==> config.mk <==
export PLATFORM = sky130hd
export DESIGN_NAME = sh_conv_ctrl
export DESIGN_NICKNAME = d
export VERILOG_FILES = /design/src/rtl/sh_conv_ctrl.sv
export SDC_FILE = /design/constraint.sdc
export NUM_CORES = 1
export LEC_CHECK = 0
export ABC_AREA = 1
export BUFFER_PORTS_ARGS = -buffer_cell sky130_fd_sc_hd__clkbuf_2
export CELL_PAD_IN_SITES_DETAIL_PLACEMENT = 2
export CELL_PAD_IN_SITES_GLOBAL_PLACEMENT = 2
export CORE_ASPECT_RATIO = 0.7
export CORE_MARGIN = 2
export CORE_UTILIZATION = 30
export DETAILED_ROUTE_END_ITERATION = 7
export GPL_TIMING_DRIVEN = 0
export MAX_ROUTING_LAYER = met4
export PLACE_DENSITY = 0.72
export SYNTH_ARGS = -nofsm -noshare
export SYNTH_HDL_FRONTEND = slang
export SYNTH_SLANG_ARGS = --single-unit
==> constraint.sdc <==
create_clock -name clk -period 2.1 [get_ports clk]
set_clock_uncertainty 0.05 [all_clocks]
set_input_delay 0.315 -clock clk [delete_from_list [all_inputs] [get_ports clk]]
set_output_delay 0.315 -clock clk [all_outputs]
set_load 0.01 [all_outputs]
==> src/rtl/sh_conv_ctrl.sv <==
// sh_conv_ctrl: sequences the sample-and-hold ena/hold pins and handshakes with the ADC.
// All outputs are registered from the next state, so no input reaches an output combinationally.
module sh_conv_ctrl #(
    parameter int CW      = 8,
    parameter int SCW     = 16,
    parameter int TIMEOUT = 255
) (
    input  logic           clk,
    input  logic           rst_n,
    input  logic           en,
    input  logic           start,
    input  logic           cont,
    input  logic [CW-1:0]  warmup_cyc,
    input  logic [CW-1:0]  track_cyc,
    input  logic           adc_done,
    output logic           sh_ena,
    output logic           sh_hold,
    output logic           adc_start,
    output logic           busy,
    output logic           done,
    output logic           err,
    output logic [SCW-1:0] sample_cnt
);
    typedef enum logic [2:0] {OFF, WARMUP, READY, TRACK, HOLD} state_e;

    state_e         state_q, state_d;
    logic [CW-1:0]  cnt_q, cnt_d;
    logic [15:0]    tmo_q, tmo_d;
    logic [SCW-1:0] sample_cnt_q, sample_cnt_d;
    logic           sh_ena_q, sh_ena_d, sh_hold_q, sh_hold_d, adc_start_q, adc_start_d;
    logic           busy_q, busy_d, done_q, done_d, err_q, err_d;
    logic           conv_ok, conv_tmo;

    always_ff @(posedge clk or negedge rst_n) begin
        if (!rst_n) begin
            state_q      <= OFF;
            cnt_q        <= '0;
            tmo_q        <= '0;
            sample_cnt_q <= '0;
            sh_ena_q     <= 1'b0;
            sh_hold_q    <= 1'b0;
            adc_start_q  <= 1'b0;
            busy_q       <= 1'b0;
            done_q       <= 1'b0;
            err_q        <= 1'b0;
        end else begin
            state_q      <= state_d;
            cnt_q        <= cnt_d;
            tmo_q        <= tmo_d;
            sample_cnt_q <= sample_cnt_d;
            sh_ena_q     <= sh_ena_d;
            sh_hold_q    <= sh_hold_d;
            adc_start_q  <= adc_start_d;
            busy_q       <= busy_d;
            done_q       <= done_d;
            err_q        <= err_d;
        end
    end

    // adc_done in the adc_start cycle (tmo_q == 0) is ignored; adc_done beats the timeout
    assign conv_ok  = en && state_q == HOLD && adc_done && tmo_q != 16'd0;
    assign conv_tmo = en && state_q == HOLD && !conv_ok && tmo_q == 16'(TIMEOUT - 1);

    always_comb begin
        state_d      = state_q;
        cnt_d        = cnt_q;
        tmo_d        = '0;
        sample_cnt_d = conv_ok ? sample_cnt_q + 1'b1 : sample_cnt_q;
        if (!en) begin
            state_d = OFF;
            cnt_d   = '0;
        end else begin
            case (state_q)
                OFF: begin
                    state_d = WARMUP;
                    cnt_d   = warmup_cyc;
                end
                WARMUP: begin
                    state_d = cnt_q == '0 ? READY : WARMUP;
                    cnt_d   = cnt_q == '0 ? cnt_q : cnt_q - 1'b1;
                end
                READY: begin
                    state_d = start || cont ? TRACK : READY;
                    cnt_d   = start || cont ? track_cyc : cnt_q;
                end
                TRACK: begin
                    state_d = cnt_q == '0 ? HOLD : TRACK;
                    cnt_d   = cnt_q == '0 ? cnt_q : cnt_q - 1'b1;
                end
                HOLD: begin
                    state_d = conv_ok ? (cont ? TRACK : READY) : conv_tmo ? READY : HOLD;
                    cnt_d   = conv_ok && cont ? track_cyc : cnt_q;
                    tmo_d   = conv_ok || conv_tmo ? 16'd0 : tmo_q + 16'd1;
                end
                default: state_d = OFF;
            endcase
        end
    end

    always_comb begin
        sh_ena_d    = state_d != OFF;
        sh_hold_d   = state_d == HOLD;
        adc_start_d = state_d == HOLD && state_q != HOLD;
        busy_d      = state_d == TRACK || state_d == HOLD;
        done_d      = conv_ok;
        err_d       = conv_tmo;
    end

    assign sh_ena     = sh_ena_q;
    assign sh_hold    = sh_hold_q;
    assign adc_start  = adc_start_q;
    assign busy       = busy_q;
    assign done       = done_q;
    assign err        = err_q;
    assign sample_cnt = sample_cnt_q;
endmodule

==> insert_results.sql, run 1 <==
INSERT INTO impl_metrics (metric_group, metric, value, unit) VALUES
('outcome', 'status', 'finished, violations left', ''),
('outcome', 'violations', 'negative hold slack', ''),
('cts', 'max-clock-path-buffers', '2', ''),
('setup_path', 'timing.critical_path.from', 'cnt_q[0]$_DFFE_PN0P_', ''),
('route', 'drtIter0Drc', '99', ''),
('layout', 'final_layout_size_suffix_gt1_frac', '0.212', ''),
('setup_path', 'cp_max_fo', '8', ''),
('cts', 'clk_latency', '0.30', 'ns'),
('cts', 'cts.sink_count', '49', ''),
('sta', 'post-route-period-util', '0.877', ''),
('route', 'drc', '0', ''),
('cts', 'clkSlewWorstSetupHoldPaths', '0.07', 'ns'),
('route', 'detailedRoute.firstPassIterationCount', '4', ''),
('logic_synthesis', 'synth_async_sr_flop_share', '1.00', ''),
('sta', 'timing.slew.headroom', '0.603', ''),
('min_path', 'holdCritPathClass', 'primary input to asynchronous set/reset pin', ''),
('cts', 'tritoncts', 'yes', ''),
('place', 'hpwl', '6780', 'um'),
('floorplan', 'floorplan.io_pins', '44', ''),
('pwr', 'peakVddDrop', '0.329', 'mV'),
('layout', 'insertedDiodeCount', '0', ''),
('route', 'postRouteAntennaNets', '0', ''),
('layout', 'flow.area_growth_from_synthesis', '18.8', '%'),
('cts', 'cts_root_buf', 'clkbuf_16', ''),
('layout', 'finalInstanceArea', '3510', 'sq um'),
('logic_synthesis', 'postSynthAreaPerCell', '7.43', 'sq um'),
('sta', 'max_freq', '543', 'MHz'),
('pwr', 'power_density', '801', 'nW/um^2'),
('cts', 'ctsHoldBuffers', '0', ''),
('layout', 'multi_input_area', '1540', 'sq um'),
('global_route', 'grt_start_max_net_pins', '50', ''),
('setup_path', 'worstSetupPathType', 'flop to flop', ''),
('job', 'drv.max_cap_violation_count', '0', ''),
('logic_synthesis', 'synth_largest_area_cell', 'dfrtp_1', ''),
('setup_path', 'startpoint_type', 'flop', ''),
('layout', 'seq_area', '1230', 'sq um'),
('cts', 'number_of_buffers_created_by_cts', '5', ''),
('logic_synthesis', 'mappedNetlistNets', '424', ''),
('floorplan', 'initial_core_util', '0.306', ''),
('logic_synthesis', 'synthMostInstantiatedCell', 'nand2_1', ''),
('pwr', 'cellLeakagePower', '0.00169', 'uW'),
('setup_path', 'critPathArrivalTime', '2.03', 'ns'),
('logic_synthesis', 'synth_edf_count', '0', ''),
('layout', 'instances_no_fill', '577', ''),
('logic_synthesis', 'dominantRegCellSynth', 'dfrtp_1', ''),
('place', 'placement.io_buffers', '43', ''),
('global_route', 'global_route.usage.total', '0.193', ''),
('place', 'dpl_cell_area', '3330', 'sq um'),
('floorplan', 'core_box_area', '9650', 'sq um'),
('sta', 'final_period_minus_worst_setup_slack', '1.84', 'ns'),
('cts', 'maximum_level_of_the_cts_h_tree', '2', ''),
('sta', 'worst_hold_slack', '-0.0371', 'ns'),
('logic_synthesis', 'gate_count_after_technology_mapping', '397', ''),
('floorplan', 'floorplan.rows', '30', ''),
('layout', 'fill_cells', '1138', ''),
('sta', 'slew_viol_final', '0', ''),
('logic_synthesis', 'post_synth_most_frequent_cells', '126 x nand2_1, 52 x nor2_1, 49 x dfrtp_1', ''),
('logic_synthesis', 'post_synthesis_sequential_area_ratio', '0.415', ''),
('logic_synthesis', 'cell_area_after_synthesis', '2950', 'sq um'),
('floorplan', 'die-area', '10700', 'sq um'),
('place', 'place_ws', '0.153', 'ns'),
('logic_synthesis', 'synth.distinct_cells', '28', ''),
('logic_synthesis', 'share_of_the_synthesized_area_in_the_top_cell_type', '0.415', ''),
('setup_path', 'required_time_of_the_worst_setup_path', '2.29', 'ns'),
('layout', 'final_core_util', '0.364', ''),
('logic_synthesis', 'yosys_register_bits', '49', ''),
('logic_synthesis', 'post_synth_main_area_contributors', 'dfrtp_1 42%, nand2_1 16%, nor2_1 6.6%, nand3_1 4.9%, inv_1 4.5%', ''),
('route', 'vias_per_cell', '4.74', ''),
('floorplan', 'die_w', '123', 'um'),
('sta', 'setup_slack', '0.257', 'ns'),
('sta', 'hold_vio_cnt_final', '22', '');
## what timing repair did
action                     CTS  global route
hold endpoints to repair     0             0
setup endpoints to repair    0            10
buffers inserted             0             0
resized for setup            0             2
## cell usage in the layout, fill, tap and decap left out, types with 2 or more instances in the layout
cell / count
nand3_1: 29
buf_6: 4
xnor2_1: 7
nand3_2: 5
clkbuf_16: 5
ha_1: 4
o211ai_1: 2
a21oi_1: 3
o21ai_0: 10
dfrtp_1: 49
inv_1: 35
xor2_1: 14
nor2_1: 52
nor2_2: 16
nor2_4: 4
nand2_1: 126
inv_2: 4
nand4_1: 8
o21ai_1: 2
nand2_2: 5
nor3_1: 9
clkbuf_2: 42
## per-stage QoR
step,total power [uW],hold WS [ns]
6_report,2810,-0.0371
4_1_cts,2840,0.275
2_1_floorplan,1690,-0.0306
3_3_place_gp,1900,0.451
3_5_place_dp,1960,0.478
5_1_grt,3040,0.00747
## where the power goes
group	internal [uW]	switching (uW)
sequential	1020	84.7
combinational	287	555
clock	476	385
## worst paths after layout
kind	to	cells after the start	slack (ns)
max	cnt_q[6]$_DFFE_PN0P_	10	0.26
min	tmo_q[2]$_DFF_PN0_	1	-0.04
max reg2reg	cnt_q[6]$_DFFE_PN0P_	10	0.26
min reg2reg	sample_cnt[3]$_DFFE_PN0P_	1	0.49
max in group asynchronous	tmo_q[15]$_DFF_PN0_	2	1.47
min in group clk	cnt_q[3]$_DFFE_PN0P_	5	0.28
## kinds of logic (layout without fill, tap and decap cells)
logic type | Yosys count | after routing | share of synthesized area
fa+ha+maj | 5 | 5 | 0.0212
flops | 49 | 49 | 0.415
compound gates | 21 | 21 | 0.0437
buf+inv | 44 | 96 | 0.0661
simple gates | 257 | 257 | 0.391
xor+xnor | 21 | 21 | 0.0623
## flip-flops by register name, indices dropped and copies added, names as in the netlist
name,flops
sample_cnt,16
state_q,3
sh_hold,1
tmo_q,16
sh_ena,1
done,1
err,1
busy,1
cnt_q,8
adc_start,1
## worst max-delay path: stages (launching register included)
cell	delay [ns]
dfrtp_1	0.41
inv_1	0.17
ha_2	0.25
nand2_1	0.10
nor2_4	0.17
nand2_2	0.08
nand3_2	0.11
nand2_2	0.08
nor2_4	0.21
nand2_1	0.09
nand2_1	0.07
## cell type report
class                   instances  share of cell area
multi-input cells             304               0.438
flip-flops and latches         49               0.350
repair buffers                 44              0.0671
well taps                     128              0.0457
inverters                      40              0.0428
clock buffers                   6              0.0396
plain buffers                   4              0.0128
clock inverters                 2             0.00392
## per-layer routing
| metal | wire, um | GRT usage | vias up | share of wire |
|---|---|---|---|---|
| met4 | 107 | 0.0502 | 0 | 0.012 |
| met3 | 201 | 0.0334 | 7 | 0.022 |
| li1 | - | - | 1346 | - |
| met5 | 0 | - | - | 0 |
| met2 | 4200 | 0.306 | 32 | 0.46 |
| met1 | 4550 | 0.256 | 1352 | 0.50 |
(Power assumes the default switching activity.)
==> inputs of run 2 (changes only) <==
--- a/config.mk
+++ b/config.mk
@@ -11,11 +11,11 @@
 export CELL_PAD_IN_SITES_GLOBAL_PLACEMENT = 2
 export CORE_ASPECT_RATIO = 0.7
 export CORE_MARGIN = 2
-export CORE_UTILIZATION = 30
+export CORE_UTILIZATION = 32
 export DETAILED_ROUTE_END_ITERATION = 7
 export GPL_TIMING_DRIVEN = 0
 export MAX_ROUTING_LAYER = met4
-export PLACE_DENSITY = 0.72
+export PLACE_DENSITY = 0.76
 export SYNTH_ARGS = -nofsm -noshare
 export SYNTH_HDL_FRONTEND = slang
 export SYNTH_SLANG_ARGS = --single-unit
==> insert_results.sql, run 2 (synthesis gave the netlist of run 1 again) <==
INSERT INTO impl_metrics (metric_group, metric, value, unit) VALUES
('outcome', 'status', 'finished clean', ''),
('route', 'detailedRoute.firstPassIterationCount', '4', ''),
('floorplan', 'core_box_area', '9000', 'sq um'),
('pwr', 'cellLeakagePower', '0.00170', 'uW'),
('cts', 'cts.sink_count', '49', ''),
('layout', 'layout_commonest_cell', 'nand2_1', ''),
('floorplan', 'die_w', '119', 'um'),
('cts', 'max-clock-path-buffers', '2', ''),
('sta', 'slew_viol_final', '0', ''),
('route', 'drc', '0', ''),
('cts', 'clk_latency', '0.29', 'ns'),
('sta', 'final_period_minus_worst_setup_slack', '1.93', 'ns'),
('place', 'gp_congestion', '0.834', ''),
('cts', 'maximum_level_of_the_cts_h_tree', '2', ''),
('layout', 'layout.nets', '476', ''),
('route', 'wl', '8810', 'um'),
('setup_path', 'startpoint_type', 'flop', ''),
('global_route', 'initial_antenna_violation_count', '0', ''),
('pwr', 'peakVddDrop', '0.305', 'mV'),
('sta', 'max_freq', '518', 'MHz'),
('route', 'detail_route.wl_per_cell', '15.4', 'um'),
('setup_path', 'required_time_of_the_worst_setup_path', '2.28', 'ns'),
('cts', 'number_of_buffers_created_by_cts', '5', ''),
('sta', 'transition_at_the_pin_with_the_smallest_max_transition_slack', '0.496', 'ns'),
('route', 'drtIter0Drc', '79', ''),
('place', 'hpwl', '6840', 'um'),
('floorplan', 'floorplan.io_pins', '44', ''),
('floorplan', 'die-area', '10000', 'sq um'),
('sta', 'timing.slew.headroom', '0.669', ''),
('sta', 'hold_vio_cnt_final', '0', ''),
('global_route', 'global_route.usage.total', '0.194', ''),
('setup_path', 'endpoint_kind', 'flop', ''),
('cts', 'clkSlewWorstSetupHoldPaths', '0.07', 'ns'),
('route', 'postRouteAntennaNets', '0', ''),
('layout', 'final_cell_mix', '126 x nand2_1, 52 x nor2_1, 49 x dfrtp_1', ''),
('layout', 'insertedDiodeCount', '0', ''),
('setup_path', 'cp_max_fo', '8', ''),
('sta', 'finalSetupViolations', '0', ''),
('global_route', 'first_global_vias', '2996', ''),
('cts', 'tritoncts', 'yes', ''),
('floorplan', 'floorplan.rows', '29', ''),
('layout', 'final_layout_size_suffix_gt1_frac', '0.207', ''),
('route', 'vias_per_cell', '4.79', ''),
('min_path', 'holdCritPathClass', 'primary input to flop', ''),
('floorplan', 'die_height', '84.4', 'um'),
('global_route', 'wire_length_of_the_first_global_routing_pass', '15000', 'um'),
('global_route', 'overflow', '0', ''),
('setup_path', 'worstSetupPathType', 'flop to flop', ''),
('layout', 'instances_no_fill', '574', ''),
('route', 'route.vias.total', '2749', ''),
('job', 'drv.max_cap_violation_count', '0', ''),
('sta', 'setup_repair_after_global_routing_missed_its_margin', 'no', ''),
('layout', 'seq_area', '1230', 'sq um'),
('setup_path', 'critPathArrivalTime', '2.12', 'ns'),
('place', 'place_ws', '0.188', 'ns'),
('sta', 'setup_slack', '0.168', 'ns'),
('pwr', 'power_density', '818', 'nW/um^2'),
('layout', 'multi_input_area', '1530', 'sq um'),
('sta', 'post-route-period-util', '0.920', ''),
('cts', 'cts_root_buf', 'clkbuf_16', ''),
('layout', 'fill_cells', '1122', ''),
('global_route', 'grt_start_max_net_pins', '50', ''),
('sta', 'setup-tns-final', '0', 'ns'),
('cts', 'post_cts_resized', '0', ''),
('place', 'placement.io_buffers', '43', ''),
('floorplan', 'initial_core_util', '0.328', ''),
('layout', 'flow.area_growth_from_synthesis', '19.4', '%'),
('place', 'numPlacedInstances', '564', '');
[run 2: metrics by stage]
stage	hold slack, ns	instance area [sq um]	utilization	power, uW
floorplan	-0.0306	2950	-	1690
global placement	0.449	3320	0.369	1900
detailed placement	0.465	3320	0.369	1950
CTS	0.274	3490	0.388	2920
global route	0.306	3520	0.392	3080
finish	0.272	3520	0.392	2880
[run 2: final cells by class]
cell class,count,area share
well taps,124,0.0440
plain buffers,4,0.0128
multi-input cells,304,0.434
clock inverters,1,0.00852
clock buffers,7,0.0405
inverters,40,0.0426
flip-flops and latches,49,0.348
repair buffers,45,0.0696
[run 2: worst paths after layout]
check / slack (ns) / endpoint / cells past startpoint / startpoint
min in group asynchronous: 0.40 / tmo_q[12]$_DFF_PN0_ / 2 / rst_n
max in group asynchronous: 1.08 / sample_cnt[1]$_DFFE_PN0P_ / 3 / rst_n
worst min-delay path: 0.27 / cnt_q[2]$_DFFE_PN0P_ / 5 / warmup_cyc[2]
worst max-delay path: 0.17 / cnt_q[1]$_DFFE_PN0P_ / 10 / cnt_q[0]$_DFFE_PN0P_
worst max register to register: 0.17 / cnt_q[1]$_DFFE_PN0P_ / 10 / cnt_q[0]$_DFFE_PN0P_
worst min register to register: 0.47 / sample_cnt[3]$_DFFE_PN0P_ / 1 / sample_cnt[3]$_DFFE_PN0P_
[run 2: repair_timing]
item / CTS / global route
hold buffers: 0 / 1
setup buffers: 0 / 0
endpoints found under the setup margin: 0 / 0
hold endpoints to repair: 0 / 11
[run 2: critical path, cell delays in order, from the launching register on]
cell,delay (ns)
dfrtp_1,0.40
inv_1,0.15
ha_1,0.26
nand2_1,0.09
nor2_2,0.23
nand2_2,0.08
nand3_2,0.11
nand2_2,0.08
nor2_4,0.24
nand2_1,0.10
nand2_1,0.09
[run 2: where the power goes]
group	switching [uW]	internal [uW]	total, uW
Clock	362	596	958
Combinational	544	278	822
Sequential	81.2	1020	1100
Total	987	1900	2880
[run 2: routing by layer]
metal	up-vias	wire [um]	global-route usage	part of all wire
met4	0	68	0.0325	0.0077
met1	1364	4360	0.254	0.49
met3	4	253	0.0360	0.029
met2	30	4130	0.320	0.47
met5	-	0	-	0
li1	1351	-	-	-
==> inputs of run 3 (changes only) <==
--- a/config.mk
+++ b/config.mk
@@ -16,6 +16,7 @@
 export GPL_TIMING_DRIVEN = 0
 export MAX_ROUTING_LAYER = met4
 export PLACE_DENSITY = 0.76
+export REMOVE_ABC_BUFFERS = 1
 export SYNTH_ARGS = -nofsm -noshare
 export SYNTH_HDL_FRONTEND = slang
 export SYNTH_SLANG_ARGS = --single-unit
==> constraint.sdc (replaced) <==
create_clock -name clk -period 2 [get_ports clk]
set_clock_uncertainty 0.05 [all_clocks]
set_input_delay 0.3 -clock clk [delete_from_list [all_inputs] [get_ports clk]]
set_output_delay 0.3 -clock clk [all_outputs]
set_load 0.01 [all_outputs]
==> insert_results.sql, run 3 (synthesis gave the netlist of run 1 again) <==
INSERT INTO impl_metrics (metric_group, metric, value, unit) VALUES
('cts', 'clkSlewWorstSetupHoldPaths', '0.07', 'ns'),
('place', 'numPlacedInstances', '560', ''),
('min_path', 'timing.hold.worst_endpoint', 'tmo_q[7]$_DFF_PN0_', ''),
('pwr', 'power.sequential.fraction', '0.391', ''),
('min_path', 'holdCritPathClass', 'primary input to flop', ''),
('pwr', 'p_int', '1950', 'uW'),
('floorplan', 'initial_core_util', '0.328', ''),
('setup_path', 'cp_max_fo', '8', ''),
('pwr', 'switching_part_of_the_total', '0.351', ''),
('sta', 'slew_viol_final', '0', ''),
('sta', 'setup-tns-final', '0', 'ns'),
('sta', 'hold_vio_cnt_final', '0', ''),
('cts', 'tritoncts', 'yes', ''),
('pwr', 'peakVddDrop', '0.327', 'mV'),
('job', 'drv.max_cap_violation_count', '0', ''),
('setup_path', 'rrSetupSlack', '0.19', 'ns'),
('setup_path', 'cpMostUsedCell', 'nand2_1', ''),
('layout', 'final_cell_mix', '126 x nand2_1, 52 x nor2_1, 49 x dfrtp_1', ''),
('setup_path', 'startpoint_type', 'flop', ''),
('pwr', 'power_frac_clock', '0.328', ''),
('pwr', 'cellLeakagePower', '0.00169', 'uW'),
('cts', 'cts.sink_count', '49', ''),
('place', 'gp_congestion', '0.769', ''),
('global_route', 'initial_antenna_violation_count', '0', ''),
('layout', 'flow.area_growth_from_synthesis', '18.2', '%'),
('place', 'place_ws', '0.0169', 'ns'),
('route', 'postRouteAntennaNets', '0', ''),
('cts', 'maximum_level_of_the_cts_h_tree', '2', ''),
('floorplan', 'core_box_area', '9000', 'sq um'),
('setup_path', 'cpPeakStageDelay', '0.40', 'ns'),
('sta', 'setup_repair_after_global_routing_missed_its_margin', 'no', ''),
('global_route', 'overflow', '0', ''),
('route', 'drc', '0', ''),
('pwr', 'power_density', '863', 'nW/um^2'),
('outcome', 'status', 'finished clean', ''),
('place', 'hpwl', '6830', 'um'),
('setup_path', 'endpoint_kind', 'flop', ''),
('route', 'detailedRoute.firstPassIterationCount', '4', ''),
('sta', 'transition_at_the_pin_with_the_smallest_max_transition_slack', '0.540', 'ns'),
('layout', 'fill_cells', '1093', ''),
('sta', 'final_period_minus_worst_setup_slack', '1.81', 'ns'),
('global_route', 'grt_start_max_net_pins', '50', ''),
('global_route', 'wire_length_of_the_first_global_routing_pass', '15500', 'um'),
('min_path', 'min_delay_path_depth', '3', ''),
('layout', 'final_layout_size_suffix_gt1_frac', '0.202', ''),
('setup_path', 'reg2reg_depth', '10', ''),
('setup_path', 'crit_chain', 'inv_1, ha_2, nand2_1, nor2_4, nand2_2, nand3_2, nand2_2, nor2_4, nand2_1, nand2_1', ''),
('floorplan', 'floorplan.rows', '29', ''),
('sta', 'max_freq', '553', 'MHz'),
('setup_path', 'worst_path_max_delay_cell', 'dfrtp_1', ''),
('layout', 'insertedDiodeCount', '0', ''),
('sta', 'post-route-period-util', '0.905', ''),
('setup_path', 'worstSetupPathType', 'flop to flop', ''),
('cts', 'max-clock-path-buffers', '2', ''),
('setup_path', 'r2r_end', 'cnt_q[6]$_DFFE_PN0P_', ''),
('min_path', 'worstHoldStart', 'en', ''),
('cts', 'clk_latency', '0.29', 'ns'),
('cts', 'number_of_buffers_created_by_cts', '5', ''),
('sta', 'finalSetupViolations', '0', ''),
('pwr', 'pwr-share-comb', '0.281', ''),
('route', 'drtIter0Drc', '107', ''),
('layout', 'instances_no_fill', '570', ''),
('route', 'route.vias.total', '2745', ''),
('sta', 'worst_hold_slack', '0.250', 'ns'),
('route', 'detail_route.wl_per_cell', '15.8', 'um'),
('route', 'wl', '9000', 'um'),
('place', 'placement.io_buffers', '43', ''),
('setup_path', 'worstReg2RegStart', 'cnt_q[0]$_DFFE_PN0P_', ''),
('cts', 'cts_root_buf', 'clkbuf_16', ''),
('floorplan', 'die_height', '84.4', 'um'),
('floorplan', 'floorplan.io_pins', '44', ''),
('floorplan', 'die_w', '119', 'um'),
('layout', 'layout_commonest_cell', 'nand2_1', ''),
('sta', 'setup_slack', '0.190', 'ns'),
('route', 'vias_per_cell', '4.82', ''),
('setup_path', 'required_time_of_the_worst_setup_path', '2.18', 'ns'),
('setup_path', 'critPathArrivalTime', '1.99', 'ns'),
('floorplan', 'die-area', '10000', 'sq um'),
('global_route', 'first_global_vias', '3010', ''),
('layout', 'layout.nets', '472', ''),
('sta', 'timing.slew.headroom', '0.637', ''),
('global_route', 'global_route.usage.total', '0.200', ''),
('pwr', 'power.net_switching', '1060', 'uW');
[run 3: layout make-up]
cell class                 count  area, sq um  area share
clock buffer                   6          129      0.0369
clock inverter                 2         38.8      0.0111
timing repair buffer          45          245      0.0703
inverter                      40          153      0.0437
sequential                    49         1230       0.351
tap                          124          155      0.0445
multi-input combinational    304         1540       0.442
[run 3: power by group through the flow]
stage | combinational, uW | clock, uW | sequential [uW]
5_1_grt | 986 | 1050 | 1200
6_report | 846 | 988 | 1180
2_1_floorplan | 583 | 0 | 1170
3_3_place_gp | 795 | 0 | 1190
3_5_place_dp | 836 | 0 | 1190
4_1_cts | 842 | 1020 | 1170
[run 3: timing repair]
action | 4_1_cts | 5_1_grt
resized for setup | 1 | 3
endpoints found under the hold margin | 0 | 15
setup endpoints to repair | 1 | 25
hold buffers | 0 | 1
buffers inserted | 0 | 0
[run 3: worst max path at each step]
stage                                    start                         to  depth (start not counted)
final                     cnt_q[0]$_DFFE_PN0P_       cnt_q[6]$_DFFE_PN0P_                         10
after global routing      cnt_q[0]$_DFFE_PN0P_       cnt_q[7]$_DFFE_PN0P_                         10
after CTS                   tmo_q[0]$_DFF_PN0_         tmo_q[1]$_DFF_PN0_                         10
after detailed placement    tmo_q[0]$_DFF_PN0_  sample_cnt[6]$_DFFE_PN0P_                         10
after global placement      tmo_q[0]$_DFF_PN0_  sample_cnt[6]$_DFFE_PN0P_                         10
after floorplan             tmo_q[0]$_DFF_PN0_  sample_cnt[6]$_DFFE_PN0P_                         10
[run 3: critical path: cells and delay by family, from the launching register on]
kind          cells  cell delay, ns
fa+ha+maj         1            0.25
buf+inv           1            0.16
simple gates      8            0.89
flops             1            0.40
[run 3: metrics by stage]
step                power [uW]  area, sq um   util
finish                    3010         3490  0.388
global route              3230         3490  0.388
CTS                       3030         3450  0.383
detailed placement        2030         3280  0.364
global placement          1980         3280  0.364
floorplan                 1750         2910      -
[run 3: per-layer routing]
metal / wire [um] / global-route usage / vias up
li1: - / - / 1343
met1: 4260 / 0.255 / 1364
met2: 4450 / 0.341 / 33
met3: 223 / 0.0319 / 5
met4: 65 / 0.0390 / 0
met5: 0 / - / -
